File: config.mk
export PLATFORM = sky130hd
export DESIGN_NAME = ita_fifo_v3
export DESIGN_NICKNAME = d
export VERILOG_FILES = /design/src/rtl/ita_fifo_v3.sv
export SDC_FILE = /design/constraint.sdc
export NUM_CORES = 1
export LEC_CHECK = 0
export ABC_AREA = 1
export BUFFER_PORTS_ARGS = -buffer_cell sky130_fd_sc_hd__buf_4
export CAP_MARGIN = 20
export CORE_MARGIN = 1.5
export CORE_UTILIZATION = 55
export CTS_CLUSTER_SIZE = 20
export DETAILED_ROUTE_END_ITERATION = 10
export PLACE_DENSITY_LB_ADDON = 0.05
export REMOVE_ABC_BUFFERS = 1
export SLEW_MARGIN = 40
export SYNTH_ARGS = -nofsm -noshare
export SYNTH_HDL_FRONTEND = slang
export SYNTH_SLANG_ARGS = --single-unit
export TNS_END_PERCENT = 20
File: constraint.sdc
create_clock -name clk_i -period 3.6 [get_ports clk_i]
set_input_delay 0.36 -clock clk_i [delete_from_list [all_inputs] [get_ports clk_i]]
set_output_delay 0.36 -clock clk_i [all_outputs]
set_load 0.02 [all_outputs]
File: src/rtl/ita_fifo_v3.sv
// rtl/ita_fifo_v3.sv - parameterised FIFO with optional fall-through and pass-through; checks enabled by ITA_FIFO_ASSERT_EN
module ita_fifo_v3 #(
  parameter bit FALL_THROUGH = 1'b0,
  parameter int DATA_WIDTH   = 32,
  parameter int DEPTH        = 8,
  localparam int ADDR_DEPTH  = (DEPTH > 1) ? $clog2(DEPTH) : 1
) (
  input  logic                  clk_i,
  input  logic                  rst_ni,
  input  logic                  flush_i,
  input  logic                  testmode_i,
  output logic                  full_o,
  output logic                  empty_o,
  output logic [ADDR_DEPTH-1:0] usage_o,
  input  logic [DATA_WIDTH-1:0] data_i,
  input  logic                  push_i,
  output logic [DATA_WIDTH-1:0] data_o,
  input  logic                  pop_i
);

  // DFT bypass has no functional effect on this block
  logic unused_testmode;
  assign unused_testmode = testmode_i;

  if (DEPTH == 0) begin : g_pass_through
    // No storage: the consumer sees the producer directly
    logic unused_pt;
    assign unused_pt = ^{clk_i, rst_ni, flush_i};
    assign data_o    = data_i;
    assign empty_o   = !push_i;
    assign full_o    = !pop_i;
    assign usage_o   = '0;
  end else begin : g_fifo
    localparam logic [ADDR_DEPTH:0]   FULL_CNT = (ADDR_DEPTH + 1)'(DEPTH);
    localparam logic [ADDR_DEPTH-1:0] LAST_PTR = ADDR_DEPTH'(DEPTH - 1);

    logic [ADDR_DEPTH-1:0] wr_ptr_q, wr_ptr_d;
    logic [ADDR_DEPTH-1:0] rd_ptr_q, rd_ptr_d;
    logic [ADDR_DEPTH:0]   count_q, count_d;
    logic [DATA_WIDTH-1:0] mem_q [DEPTH];
    logic                  is_empty_cnt;
    logic                  bypass;
    logic                  push_ok;
    logic                  pop_ok;

    assign is_empty_cnt = (count_q == '0);
    assign full_o       = (count_q == FULL_CNT);
    assign empty_o      = is_empty_cnt && !(FALL_THROUGH && push_i);
    // A full power-of-two FIFO wraps usage to 0; full_o tells the cases apart
    assign usage_o      = count_q[ADDR_DEPTH-1:0];
    assign data_o       = (FALL_THROUGH && is_empty_cnt && push_i) ? data_i : mem_q[rd_ptr_q];

    // Decide accepted push/pop and compute next pointers and count
    always_comb begin
      // Fall-through push consumed in the same cycle never touches storage
      bypass   = FALL_THROUGH && is_empty_cnt && push_i && pop_i;
      push_ok  = push_i && !full_o && !bypass;
      pop_ok   = pop_i && !empty_o && !bypass;
      wr_ptr_d = wr_ptr_q;
      rd_ptr_d = rd_ptr_q;
      count_d  = count_q;
      if (push_ok) begin
        wr_ptr_d = (wr_ptr_q == LAST_PTR) ? '0 : wr_ptr_q + 1'b1;
      end
      if (pop_ok) begin
        rd_ptr_d = (rd_ptr_q == LAST_PTR) ? '0 : rd_ptr_q + 1'b1;
      end
      case ({push_ok, pop_ok})
        2'b10:   count_d = count_q + 1'b1;
        2'b01:   count_d = count_q - 1'b1;
        default: count_d = count_q;
      endcase
      if (flush_i) begin
        wr_ptr_d = '0;
        rd_ptr_d = '0;
        count_d  = '0;
      end
    end

    // Pointer and count registers
    always_ff @(posedge clk_i or negedge rst_ni) begin
      if (!rst_ni) begin
        wr_ptr_q <= '0;
        rd_ptr_q <= '0;
        count_q  <= '0;
      end else begin
        wr_ptr_q <= wr_ptr_d;
        rd_ptr_q <= rd_ptr_d;
        count_q  <= count_d;
      end
    end

    // Storage written only by an accepted push that a flush does not cancel
    always_ff @(posedge clk_i or negedge rst_ni) begin
      if (!rst_ni) begin
        for (int i = 0; i < DEPTH; i++) begin
          mem_q[i] <= '0;
        end
      end else if (push_ok && !flush_i) begin
        mem_q[wr_ptr_q] <= data_i;
      end
    end
  end

`ifdef ITA_FIFO_ASSERT_EN
  if (DEPTH < 0) begin : g_depth_check
    $fatal(1, "ita_fifo_v3: DEPTH must not be negative");
  end

  // Flag producer pushing into a full FIFO
  assert property (@(posedge clk_i) disable iff (!rst_ni) !(push_i && full_o))
    else $error("ita_fifo_v3: push while full");

  // Flag consumer popping an empty FIFO
  assert property (@(posedge clk_i) disable iff (!rst_ni) !(pop_i && empty_o))
    else $error("ita_fifo_v3: pop while empty");
`endif

endmodule

* Yosys cells after proc, flatten, opt, wreduce, memory -nomap -nowiden *
Cells that the tools add are included.

cells by class
  $add $sub $neg = 4
  $lt $le $gt $ge = 3
  equality and inequality tests = 5
  muxes and demuxes = 14
  bitwise logic cells = 2
  reductions and logical operators = 11

operators with widths
  kind                                                       count
  bitwise mux 256 bit                                        1
  binary-select mux 32 bit (select 3 bit)                    1
  demux 32 bit (select 3 bit)                                1
  2-to-1 mux 32 bit                                          3
  2-to-1 mux 3 bit                                           6
  greater-or-equal comparator 4 bit (second input constant)  2
  NOT 3 -> 4 bit                                             2
  case mux 4 bit (2 select lines)                            1
  adder 3 x 1 -> 3 bit (second input constant)               2
  == test 3 bit (second input constant)                      2
  adder 4 x 1 -> 4 bit (second input constant)               1
  == test 4 bit (second input constant)                      1
  logical AND 1 bit                                          4
  logical NOT 4 bit                                          1
  < comparator 4 x 1 -> 1 bit (second input constant)        1
  2-to-1 mux 4 bit                                           1
  nonzero test 2 bit                                         2
  subtractor 4 x 1 -> 4 bit (second input constant)          1
  logical NOT 1 bit                                          3
  nonzero test 3 bit                                         1
  == test 2 x 1 -> 1 bit (second input constant)             1
  == test 2 bit (second input constant)                      1

word-level totals
  flip-flop bits (word level) = 266
  output and inout port bits = 37
  logic and storage cells = 50

* Depth between registers and ports, before layout *
  word-level depth = 6
  gate-level depth with buffers = 14

* Worst setup path after synthesis *
No wires, ideal clock.

  kind = flip-flop to output port
  start point = register g_fifo.rd_ptr_q[0]
  end point = output data_o[10]
  arrival time = 1.550 ns
  required time = 3.240 ns
  setup slack = 1.690 ns
  stages on the path, launching flop included = 8
  path buffers = 2
  path through = dfrtp_1 -> inv_2 -> buf_2 -> clkbuf_1 -> nor2_1 -> o22ai_1 -> nor2_1 -> a31oi_1

between the ends
  word-level cells in the longest chain between the ends = 4

RTL lines
  what                                                   line  RTL
  start: declaration                                     38    logic [ADDR_DEPTH-1:0] rd_ptr_q, rd_ptr_d;
  start signal: assignment                               88    rd_ptr_q <= rd_ptr_d;
  NOT 3 -> 4 bit (not written as such)                   51    assign data_o = (FALL_THROUGH && is_empty_cnt && push_i) ? data_i : mem_q[rd_ptr_q];
  binary-select mux 32 bit (select 3 bit)                51
  2-to-1 mux 32 bit (not written as such) (2 in series)  51
  end: declaration                                       17    output logic [DATA_WIDTH-1:0] data_o,

No other way between the ends. The select of a mux whose other input is x is not followed.

* Worst setup path in the final report *
  start point = register g_fifo.rd_ptr_q[0]
  end point = output data_o[19]

Same word-level chain as after synthesis.

==> out/metrics.cfg <==
[outcome]
status = complete, but fails checks
violations = design-rule violations

[floorplanning]
die_x_um = 153
die-area_sq_um = 23400
start_util = 0.563
io-pin-count = 75
die_y_um = 153
rows = 54
core_sq_um = 22000

[yosys]
postSynthAreaPerCell_sq_um = 8.78
yosysTopAreaCellShare = 0.538
ys_seq_area_frac = 0.538
synth_top_area_cell = dfrtp_1
ys_types = 28
synth_cells = 1409
syn-cell-area_sq_um = 12400
yosys_warnings = 0
synth_seq_cells = 266
synthTopCellsByArea = dfrtp_1 54%, nand2_1 8.4%, o21ai_1 7.2%, nor2_1 6.9%, o21ai_0 6.7%

[route]
wl_met1_um = 13900
drt_wl_total_um = 29000
routed_via_density = 5.55
post-route-drc-count = 3
ant_nets = 0
met3_wirelength_um = 1290
dr_total_vias = 9617
dr.pass1.iters = 9
drt_iter0_markers = 574
top_layer_used = met4
dr_wl_met2_um = 13400
wl_per_cell_um = 16.8

[worst_setup_path]
start_kind = flop
critPathMaxStageDelay_ns = 0.50
worstReg2RegEnd = g_fifo.mem_q[141]
ff2ff_setup_slack_ns = 1.15
critical_path.cell_chain = clkinv_2, buf_12, o21ai_0, o22ai_1, nor2_1, a31oi_1, buf_4
worst-path-buf-inv = 3
crit_slowest_cell = dfrtp_4
end_kind = primary output
reg2reg_depth = 9
critPathArrivalTime_ns = 2.56
crit_required_ns = 3.24
r2r-start = g_fifo.count_q[0]
path_class = reg -> out
cp_top_family = buffers and inverters
cp_max_fo = 90
cp-startpoint = g_fifo.rd_ptr_q[0]

[timing]
finalSetupTns_ns = 0
setup_ws_ns = 0.684
tightest_slew_ns = 0.830
slew_headroom = 0.446
finalCriticalPeriod_ns = 2.92
period_share = 0.810
fmax_mhz = 343
rsz0062_at_grt = no
drv_slew = 0
hold_viol = 0
clock_skew_ns = 0.0113
setup_viol = 0

[placement]
globalplace.congestion = 0.777
portBuffers = 73
dp_slack_ns = 1.16
hpwl_um = 15700
place_area_sq_um = 12800

[layout]
syn2layout_area_growth_pct = 11.9
final_common_cell = nand2_1
nets = 1479
diodes = 0
final_cell_mix = 277 x nand2_1, 264 x dfrtp_1, 228 x nor2_1, 179 x o21ai_1, 166 x o21ai_0
drive_gt1_frac = 0.145
utilization = 0.630
fin_area_sq_um = 13800

[cts]
post_cts_buffers = 0
cts_root_buf = clkbuf_16
clock_path_buffers = 3
clock_latency_ns = 0.54
cts_max_level = 1
cts_num_sinks = 266
cts_tree = done
path_clk_slew_ns = 0.06
cts_made_buffers = 28
post_cts_resized = 0

[hold_path]
worstHoldStart = flush_i
hold_depth = 4
holdPathEnd = g_fifo.count_q[3]
hold_class = in -> reg

[grt]
grt_pass1_vias = 9464
grt_pass1_wl_um = 49000
antenna_found_initial = 0
grt_max_degree = 130
grt_util_all_layers = 0.257
grt-ovfl-total = 0

[run]
max_cap_violations = 0

[power_and_ir_drop]
p_leak_nw = 6.56
cellPowerDensity_nw_per_um2 = 769
vdd_drop_max_uv = 455
power_w = 0.0106

-- worst max-delay path by stage --
stage / to / depth (start not counted)
after floorplan: data_o[0] / 5
after global placement: g_fifo.mem_q[95] / 8
after detailed placement: g_fifo.mem_q[141] / 9
after CTS: data_o[19] / 7
after global routing: data_o[19] / 7
final: data_o[19] / 7
-- synth_stat cells --
library cell	instances
nand2_1	277
nor2_1	228
o21ai_1	179
o21ai_2	46
xnor2_1	1
nand2_4	1
buf_1	4
o21ai_0	166
a31oi_1	32
nand4_2	1
buf_4	9
clkbuf_1	43
ha_1	6
nand2_2	1
dfrtp_1	266
nor2_2	1
nand4_4	7
nand3_1	9
buf_2	8
fa_1	1
inv_1	42
buf_6	39
a21o_1	1
o22ai_1	33
inv_2	5
a21oi_1	1
buf_12	1
nor2_4	1
-- layer usage --
layer	up-vias	track usage
met4	0	0.0607
met5	-	0
met3	41	0.0272
met1	4615	0.371
met2	198	0.421
li1	4763	-
-- worst register-to-register path: stages (launching register included) --
cell	delay, ns
dfrtp_1	0.45
nor2_1	0.11
nand2_2	0.12
nand2_4	0.08
nor2_4	0.11
buf_4	0.25
nand4_4	0.51
buf_4	0.50
nand2_1	0.12
o21ai_1	0.07
-- report_power, final --
part	switching, W	total (W)	internal [W]	leakage (nW)
combinational	0.00208	0.00343	0.00135	2.53
clock	0.00117	0.00307	0.00190	0.494
sequential	0.000405	0.00415	0.00374	3.54
-- stage by stage --
| step | hold slack, ns | instances |
|---|---|---|
| 6_report | 0.173 | 1733 |
| 5_1_grt | 0.200 | 1733 |
| 4_1_cts | 0.157 | 1733 |
| 3_5_place_dp | 0.422 | 1683 |
| 3_3_place_gp | 0.422 | 1682 |
| 2_1_floorplan | 0.0644 | 1305 |
-- area by class of cell --
cell class / count / area [sq um]
inverter: 47 / 178
timing repair buffer: 99 / 866
multi-input combinational: 992 / 4790
fill: 1929 / 8120
clock inverter: 6 / 105
sequential: 266 / 6660
clock buffer: 43 / 888
tap: 280 / 350
-- timing repair --
item | CTS | global route
hold buffers | 1 | 0
setup endpoints to repair | 0 | 0
hold endpoints to repair | 82 | 0
-- sequential cells by signal (all words and copies together), names as in the netlist --
| name | count |
|---|---|
| g_fifo.mem_q | 256 |
| g_fifo.count_q | 4 |
| g_fifo.rd_ptr_q | 3 |
| g_fifo.wr_ptr_q | 3 |
-- cell families after synthesis --
kind of cell	share of synthesized area
AND/OR/NAND/NOR	0.173
AO/OA/AOI/OAI	0.206
XOR/XNOR	0.000708
flip-flops	0.538
buffers and inverters	0.0744
adder cells (fa/ha/maj)	0.00769
No activity file was read; power rests on OpenSTA's default activity.
